**config.mk**
```make
export PLATFORM = sky130hd
export DESIGN_NAME = pc_fetch_unit
export DESIGN_NICKNAME = d
export VERILOG_FILES = /design/src/rtl/pc_pkg.sv /design/src/rtl/pc_fetch_unit_next_sel.sv /design/src/rtl/pc_fetch_unit.sv
export SDC_FILE = /design/constraint.sdc
export NUM_CORES = 1
export LEC_CHECK = 0
export CAP_MARGIN = 20
export CORE_ASPECT_RATIO = 1.2
export CORE_MARGIN = 3
export CORE_UTILIZATION = 44
export DETAILED_ROUTE_END_ITERATION = 10
export GPL_TIMING_DRIVEN = 0
export PLACE_DENSITY = 0.76
export SYNTH_ARGS = -nofsm -noshare
export SYNTH_HDL_FRONTEND = slang
export SYNTH_SLANG_ARGS = --single-unit
```
**constraint.sdc**
```tcl
create_clock -name CLK -period 2.7 [get_ports CLK]
set_input_delay 0.405 -clock CLK [delete_from_list [all_inputs] [get_ports CLK]]
set_output_delay 0.405 -clock CLK [all_outputs]
set_load 0.05 [all_outputs]
```
**src/rtl/pc_pkg.sv**
```systemverilog
// -----------------------------------------------------------------------------
// pc_pkg
// Shared types and constants for the fetch program-counter unit.
//   pc_state_t           : BOOT (first cycle after reset), RUN (normal fetch),
//                          HOLD (stalled while a redirect is buffered)
//   DEFAULT_RESET_VECTOR : PC value held during reset and fetched first
//   INSTR_BYTES          : byte distance between sequential fetches
//   is_word_aligned()    : true when the low address bits select a word start
// -----------------------------------------------------------------------------
package pc_pkg;

    typedef enum logic [1:0] {
        BOOT = 2'd0,
        RUN  = 2'd1,
        HOLD = 2'd2
    } pc_state_t;

    localparam logic [31:0] DEFAULT_RESET_VECTOR = 32'h0000_0000;
    localparam int unsigned INSTR_BYTES          = 32'd4;

    function automatic logic is_word_aligned(input logic [1:0] low_bits);
        return (low_bits == 2'b00);
    endfunction

endpackage

```
**src/rtl/pc_fetch_unit_next_sel.sv**
```systemverilog
// -----------------------------------------------------------------------------
// pc_next_sel
// Combinational priority mux that chooses the next fetch PC, the next control
// state and the next contents of the buffered-redirect register.
//
// Optional build macro: PC_MISALIGN_TRAP_EN
//   defined   : misaligned redirect targets are refused and flagged on
//               misalign_o; the PC holds.
//   undefined : redirect targets are loaded with bits [1:0] cleared.
//
// Ports
//   state_i, stall_i                 current state and hazard stall
//   redirect_valid_i/redirect_addr_i taken branch/jump from EX
//   trap_valid_i/trap_vec_i          trap request and handler address
//   fetch_valid_i/fetch_ready_i      current IF handshake
//   pc_i, pc_seq_i                   current PC and PC+INCR
//   pend_valid_i/pend_addr_i         buffered redirect register contents
//   pc_d_o, state_d_o                next PC and next state
//   pend_valid_d_o/pend_addr_d_o     next buffered-redirect contents
//   misalign_o                       (macro only) refused misaligned target
// -----------------------------------------------------------------------------
module pc_next_sel
    import pc_pkg::*;
#(
    parameter int unsigned XLEN = 32
) (
    input  pc_state_t         state_i,
    input  logic              stall_i,
    input  logic              redirect_valid_i,
    input  logic [XLEN-1:0]   redirect_addr_i,
    input  logic              trap_valid_i,
    input  logic [XLEN-1:0]   trap_vec_i,
    input  logic              fetch_valid_i,
    input  logic              fetch_ready_i,
    input  logic [XLEN-1:0]   pc_i,
    input  logic [XLEN-1:0]   pc_seq_i,
    input  logic              pend_valid_i,
    input  logic [XLEN-1:0]   pend_addr_i,
    output logic [XLEN-1:0]   pc_d_o,
    output pc_state_t         state_d_o,
    output logic              pend_valid_d_o,
    output logic [XLEN-1:0]   pend_addr_d_o
`ifdef PC_MISALIGN_TRAP_EN
   ,output logic              misalign_o
`endif
);

    logic [XLEN-1:0] target_s;
    logic            bad_target_s;

`ifdef PC_MISALIGN_TRAP_EN
    assign target_s     = redirect_addr_i;
    assign bad_target_s = redirect_valid_i && !is_word_aligned(redirect_addr_i[1:0]);
    // Only flag a refused target when the redirect would actually be considered.
    assign misalign_o   = bad_target_s && (state_i != BOOT) && !trap_valid_i;
`else
    // Instructions are word aligned, so the low address bits are dropped.
    assign target_s     = redirect_addr_i & ~{{(XLEN-2){1'b0}}, 2'b11};
    assign bad_target_s = 1'b0;
`endif

    // Priority selection of next PC, next state and buffered redirect.
    always_comb begin
        pc_d_o         = pc_i;
        state_d_o      = state_i;
        pend_valid_d_o = pend_valid_i;
        pend_addr_d_o  = pend_addr_i;
        case (state_i)
            BOOT: begin
                // Redirects are ignored before the first fetch; a trap is not.
                if (trap_valid_i) begin
                    pc_d_o = trap_vec_i;
                end else begin
                    pc_d_o = pc_i;
                end
                pend_valid_d_o = 1'b0;
                state_d_o      = RUN;
            end
            RUN, HOLD: begin
                if (trap_valid_i) begin
                    pc_d_o         = trap_vec_i;
                    pend_valid_d_o = 1'b0;
                    state_d_o      = RUN;
                end else if (bad_target_s) begin
                    // Refused target: everything holds while the trap follows.
                    pc_d_o = pc_i;
                end else if (redirect_valid_i && !stall_i) begin
                    // A fresh redirect supersedes any older buffered one.
                    pc_d_o         = target_s;
                    pend_valid_d_o = 1'b0;
                    state_d_o      = RUN;
                end else if (redirect_valid_i) begin
                    // Stalled: remember the youngest target until the stall lifts.
                    pend_addr_d_o  = target_s;
                    pend_valid_d_o = 1'b1;
                    state_d_o      = HOLD;
                end else if ((state_i == HOLD) && !stall_i) begin
                    pc_d_o         = pend_addr_i;
                    pend_valid_d_o = 1'b0;
                    state_d_o      = RUN;
                end else if (stall_i) begin
                    pc_d_o = pc_i;
                end else if (fetch_valid_i && fetch_ready_i) begin
                    pc_d_o = pc_seq_i;
                end else begin
                    // Back-pressure: keep the outstanding request stable.
                    pc_d_o = pc_i;
                end
            end
            default: begin
                pc_d_o         = pc_i;
                pend_valid_d_o = 1'b0;
                state_d_o      = BOOT;
            end
        endcase
    end

endmodule

```
**src/rtl/pc_fetch_unit.sv**
```systemverilog
// -----------------------------------------------------------------------------
// pc_fetch_unit
// Program-counter unit at the front of the IF stage. Holds the fetch PC,
// presents a valid/ready request to instruction memory, and picks the next PC
// from sequential increment, branch/jump redirect or trap vector. A redirect
// arriving during a hazard stall is buffered and applied when the stall lifts.
//
// Optional build macro: PC_MISALIGN_TRAP_EN (adds MISALIGN output; refuses
// misaligned redirect targets instead of clearing their low bits).
//
// Ports
//   CLK, RST             clock (rising edge), asynchronous active-high reset
//   STALL                hazard freeze; also forces FETCH_VALID low
//   REDIRECT_VALID/ADDR  taken branch/jump target
//   TRAP_VALID/TRAP_VEC  trap request and handler address
//   FETCH_READY          instruction memory accepts the request
//   FETCH_VALID          PC_OUT is a valid fetch request
//   PC_OUT               current fetch PC
//   PC_NEXT_SEQ          PC_OUT + INCR (modulo 2^XLEN), for the link register
//   REDIRECT_PENDING     a buffered redirect is waiting
//   MISALIGN             (macro only) one-cycle pulse on a refused target
// -----------------------------------------------------------------------------
module pc_fetch_unit
    import pc_pkg::*;
#(
    parameter int unsigned      XLEN         = 32,
    parameter logic [XLEN-1:0]  RESET_VECTOR = XLEN'(DEFAULT_RESET_VECTOR),
    parameter int unsigned      INCR         = INSTR_BYTES
) (
    input  logic              CLK,
    input  logic              RST,
    input  logic              STALL,
    input  logic              REDIRECT_VALID,
    input  logic [XLEN-1:0]   REDIRECT_ADDR,
    input  logic              TRAP_VALID,
    input  logic [XLEN-1:0]   TRAP_VEC,
    input  logic              FETCH_READY,
    output logic              FETCH_VALID,
    output logic [XLEN-1:0]   PC_OUT,
    output logic [XLEN-1:0]   PC_NEXT_SEQ,
    output logic              REDIRECT_PENDING
`ifdef PC_MISALIGN_TRAP_EN
   ,output logic              MISALIGN
`endif
);

    pc_state_t       state_q;
    pc_state_t       state_d;
    logic [XLEN-1:0] pc_q;
    logic [XLEN-1:0] pc_d;
    logic [XLEN-1:0] pc_seq_s;
    logic            pend_valid_q;
    logic            pend_valid_d;
    logic [XLEN-1:0] pend_addr_q;
    logic [XLEN-1:0] pend_addr_d;
    logic            fetch_valid_s;

    // Natural wrap of the adder gives the modulo-2^XLEN behaviour.
    assign pc_seq_s = pc_q + XLEN'(INCR);

    // A request is offered only in RUN; HOLD is a redirect bubble and BOOT
    // is the one-cycle gap after reset.
    assign fetch_valid_s = (state_q == RUN) && !STALL;

    assign FETCH_VALID      = fetch_valid_s;
    assign PC_OUT           = pc_q;
    assign PC_NEXT_SEQ      = pc_seq_s;
    assign REDIRECT_PENDING = pend_valid_q;

`ifdef PC_MISALIGN_TRAP_EN
    logic misalign_s;
    logic misalign_q;
`endif

    pc_next_sel #(
        .XLEN (XLEN)
    ) u_next_sel (
        .state_i          (state_q),
        .stall_i          (STALL),
        .redirect_valid_i (REDIRECT_VALID),
        .redirect_addr_i  (REDIRECT_ADDR),
        .trap_valid_i     (TRAP_VALID),
        .trap_vec_i       (TRAP_VEC),
        .fetch_valid_i    (fetch_valid_s),
        .fetch_ready_i    (FETCH_READY),
        .pc_i             (pc_q),
        .pc_seq_i         (pc_seq_s),
        .pend_valid_i     (pend_valid_q),
        .pend_addr_i      (pend_addr_q),
        .pc_d_o           (pc_d),
        .state_d_o        (state_d),
        .pend_valid_d_o   (pend_valid_d),
        .pend_addr_d_o    (pend_addr_d)
`ifdef PC_MISALIGN_TRAP_EN
       ,.misalign_o       (misalign_s)
`endif
    );

    // PC, state and buffered-redirect registers.
    always_ff @(posedge CLK or posedge RST) begin
        if (RST) begin
            pc_q         <= RESET_VECTOR;
            state_q      <= BOOT;
            pend_valid_q <= 1'b0;
            pend_addr_q  <= {XLEN{1'b0}};
        end else begin
            pc_q         <= pc_d;
            state_q      <= state_d;
            pend_valid_q <= pend_valid_d;
            pend_addr_q  <= pend_addr_d;
        end
    end

`ifdef PC_MISALIGN_TRAP_EN
    // Registered one-cycle misalignment pulse.
    always_ff @(posedge CLK or posedge RST) begin
        if (RST) begin
            misalign_q <= 1'b0;
        end else begin
            misalign_q <= misalign_s;
        end
    end

    assign MISALIGN = misalign_q;
`endif

endmodule

```
==> impl_metrics.csv <==
group,metric,value,unit
synth,synth.cell_area,4390,um2
route,routedWlPerCell,21.4,um
pwr,power.total,8750,uW
timing,final-setup-viol-count,0,
worst_setup_path,path_class,"register to output pin",
grt,grt_usage,28.7,%
synth,synth_nets,571,
timing,worst_pin_slew,1.02,ns
synth,synthCells,496,
clock_network,ctsHoldBuffers,0,
floorplanning,die_y,115,um
clock_network,cts_root_buffer,"clkbuf_16",
clock_network,cts_inserted_buffers,9,
synth,synth_top_cell_by_area,"dfrtp_1",
final_layout,layout_common_cells,"clkdlybuf4s50_1 (107), dfrtp_1 (45), nand2_1 (40)",
worst_setup_path,critPathRequiredTime,2.30,ns
floorplanning,rows,39,
pwr,cellPowerDensity,1340,nW/um2
final_layout,ff_latch_area,1650,um2
synth,postSynthAreaPerCell,8.86,um2
grt,grt_max_degree,66,
worst_setup_path,critPathArrivalTime,2.26,ns
clock_network,clock_latency,0.33,ns
pwr,swShare,50.6,%
synth,synth_ff_type,"dfrtp_1",
pwr,p_comb_share,62.9,%
grt,grt_antenna_before_repair,0,
pwr,peakVddDrop,0.000704,V
floorplanning,die_area,11200,um2
worst_setup_path,critPathLaunchType,"register",
timing,slew_violations,0,
final_layout,final_cell_area,6550,um2
timing,fin_crit,2.67,ns
worst_setup_path,r2r_cells,8,
final_layout,nFillCells,761,
clock_network,clock_sinks,65,
timing,relSlewSlack,31.6,%
route,wirelength,16.8,mm
route,first_iter_violations,602,
route,drtPass1Iterations,10,
grt,grt_pass1_wl,25.4,mm
final_layout,layout_commonest_cell,"clkdlybuf4s50_1",
timing,hold_viol,0,
timing,period_share,98.9,%
hold_path,min-delay-start,"pend_addr_q[10]",
final_layout,n_antenna_cell,0,
worst_setup_path,startpoint,"PC_OUT[18]",
route,drc_errors,0,
synth,synth.yosys.seq_area_share,37.0,%
synth,synth_area_leaders,"dfrtp_1 (37%), mux2_2 (7.2%), xnor2_1 (4.0%)",
clock_network,cts_buffer_depth,2,
timing,fmax,375,MHz
pwr,pwr-share-seq,22.9,%
synth,synth_top_area_share,37.0,%
worst_setup_path,r2r_setup_slack,0.16,ns
floorplanning,die_w,97.2,um
final_layout,area_delta_synth_final,49.1,%
outcome,status,"complete, no violations",
worst_setup_path,worst_setup_path_end_kind,"output pin",
floorplanning,core,9610,um2
pwr,p_int,4330,uW
synth,synth-async-reset-ratio,100,%
placed_design,place_hpwl,11.8,mm
placed_design,port_buffers,132,
worst_setup_path,r2r-end,"PC_OUT[26]",
grt,grt_pass1_vias,4641,
synth,yosys_warnings,0,
worst_setup_path,cp_max_fo,8,
clock_network,clkTransAtPathRegs,0.05,ns
synth,synth_edf_count,0,
timing,rsz0062_at_grt,"true",
hold_path,worstHoldPathType,"register to register",
final_layout,drive_gt1_share,24.1,%
floorplanning,start_util,45.7,%
final_layout,nets,733,
placed_design,gp_congestion,0.892,
timing,skew,0.00789,ns
floorplanning,io_pins,136,
pwr,leakage,0.00268,uW
clock_network,ctsHtreeMaxLevel,3,
pwr,p_switching,4430,uW
run,cap_viol_max_count,0,
grt,overflow,0,
hold_path,hold_path_depth,2,
worst_setup_path,timing.rr.start,"state_q[0]",
synth,synth_cell_types,70,
route,ant_nets,0,
pwr,clkPwrFrac,14.2,%
hold_path,holdPathEnd,"pend_addr_q[10]",
route,vias_per_cell,6.30,
route,vias,4951,
clock_network,tritoncts,"yes",
synth,ys_ff_latch,65,
final_layout,multi_input_area,2670,um2
placed_design,place_area,6000,um2
state kept, by name, indices dropped and copies added, names as in the netlist:
register and count:
PC_OUT 32, REDIRECT_PENDING 1, pend_addr_q 30, state_q 2
synthesized netlist by cell type, types with 3 or more instances:
master	count
a211oi_1	11
a21oi_1	26
a22o_1	5
a22oi_1	5
a31oi_1	6
and2_1	4
and3_1	5
and4_1	4
buf_1	3
buf_2	3
buf_4	3
buf_6	3
clkbuf_1	23
clkbuf_8	4
dfrtp_1	65
ha_1	5
inv_1	14
mux2_2	28
mux2i_1	4
nand2_1	43
nand2b_1	5
nand3_1	18
nand3b_1	5
nand4_1	7
nor2_1	39
nor2b_1	6
nor3_1	17
nor4_1	4
o211ai_1	6
o21ai_0	34
o21bai_1	6
o22ai_1	3
o31ai_1	5
o32ai_1	5
xnor2_1	20
xor2_1	5
worst max-delay path by stage:
stage,endpoint,slack [ns],cells past startpoint
detailed placement,PC_NEXT_SEQ[26],-0.70,7
finish,PC_NEXT_SEQ[28],0.03,6
global placement,PC_OUT[24],-0.78,2
floorplan,PC_NEXT_SEQ[26],-0.03,6
global route,PC_NEXT_SEQ[28],-0.02,6
CTS,PC_NEXT_SEQ[31],0.003,8
power groups by stage:
stage          registers (uW)  clock network, uW  logic (uW)
3_3_place_gp             1960                  0        5140
6_report                 2010               1240        5500
3_5_place_dp             1990                  0        5210
2_1_floorplan            2710                  0        2770
5_1_grt                  2060               1290        5760
4_1_cts                  1980               1240        5290
area by class of cell:
cell class	instances	share of cell area [%]
sequential	65	25.2
tap	123	2.35
multi-input combinational	376	40.8
inverter	14	0.840
timing repair buffer	155	22.4
clock buffer	12	3.61
buffer	37	3.76
clock inverter	4	1.07
through the flow:
stage	std cells	utilization [%]	TNS, ns	setup WS, ns	hold WS [ns]
final	786	68.2	0	0.0303	0.484
after detailed placement	751	62.4	-9.70	-0.697	0.467
after floorplan	496	-	-0.0258	-0.0258	0.451
after CTS	774	66.7	0	0.00259	0.482
after global placement	751	62.4	-49.42	-0.780	0.463
after global routing	786	68.2	-0.0191	-0.0191	0.501
critical path: stages, from the launching register on:
cell     delay (ns)
dfrtp_2        0.37
buf_8          0.13
nand4_1        0.16
or4_4          0.49
or3b_4         0.46
xnor2_4        0.14
buf_6          0.17
layer usage:
layer,up-vias,part of all wire (%),global-route usage [%]
li1,2134,-,-
met1,2376,37,36.3
met2,368,49,49.7
met3,73,9.7,4.58
met4,0,3.9,11.6
met5,-,0,0
repair_timing:
| item | in CTS | in global routing |
|---|---|---|
| setup buffers | 10 | 13 |
| gates resized for setup | 95 | 53 |
| setup endpoints to repair | 39 | 60 |
| pin swaps | 3 | 6 |
cells by family (layout without fill, tap and decap cells):
family	Yosys count	in the layout	share of synthesized area, %
and+or+nand+nor	176	176	20.6
AOI/OAI and AO/OA	138	138	21.1
DFF	65	65	37.0
buffers and inverters	55	222	6.75
muxes	32	32	8.09
xor gates and xnor gates	25	25	4.98
adders and majority gates	5	5	1.42
No activity file was read; power rests on OpenSTA's default activity.
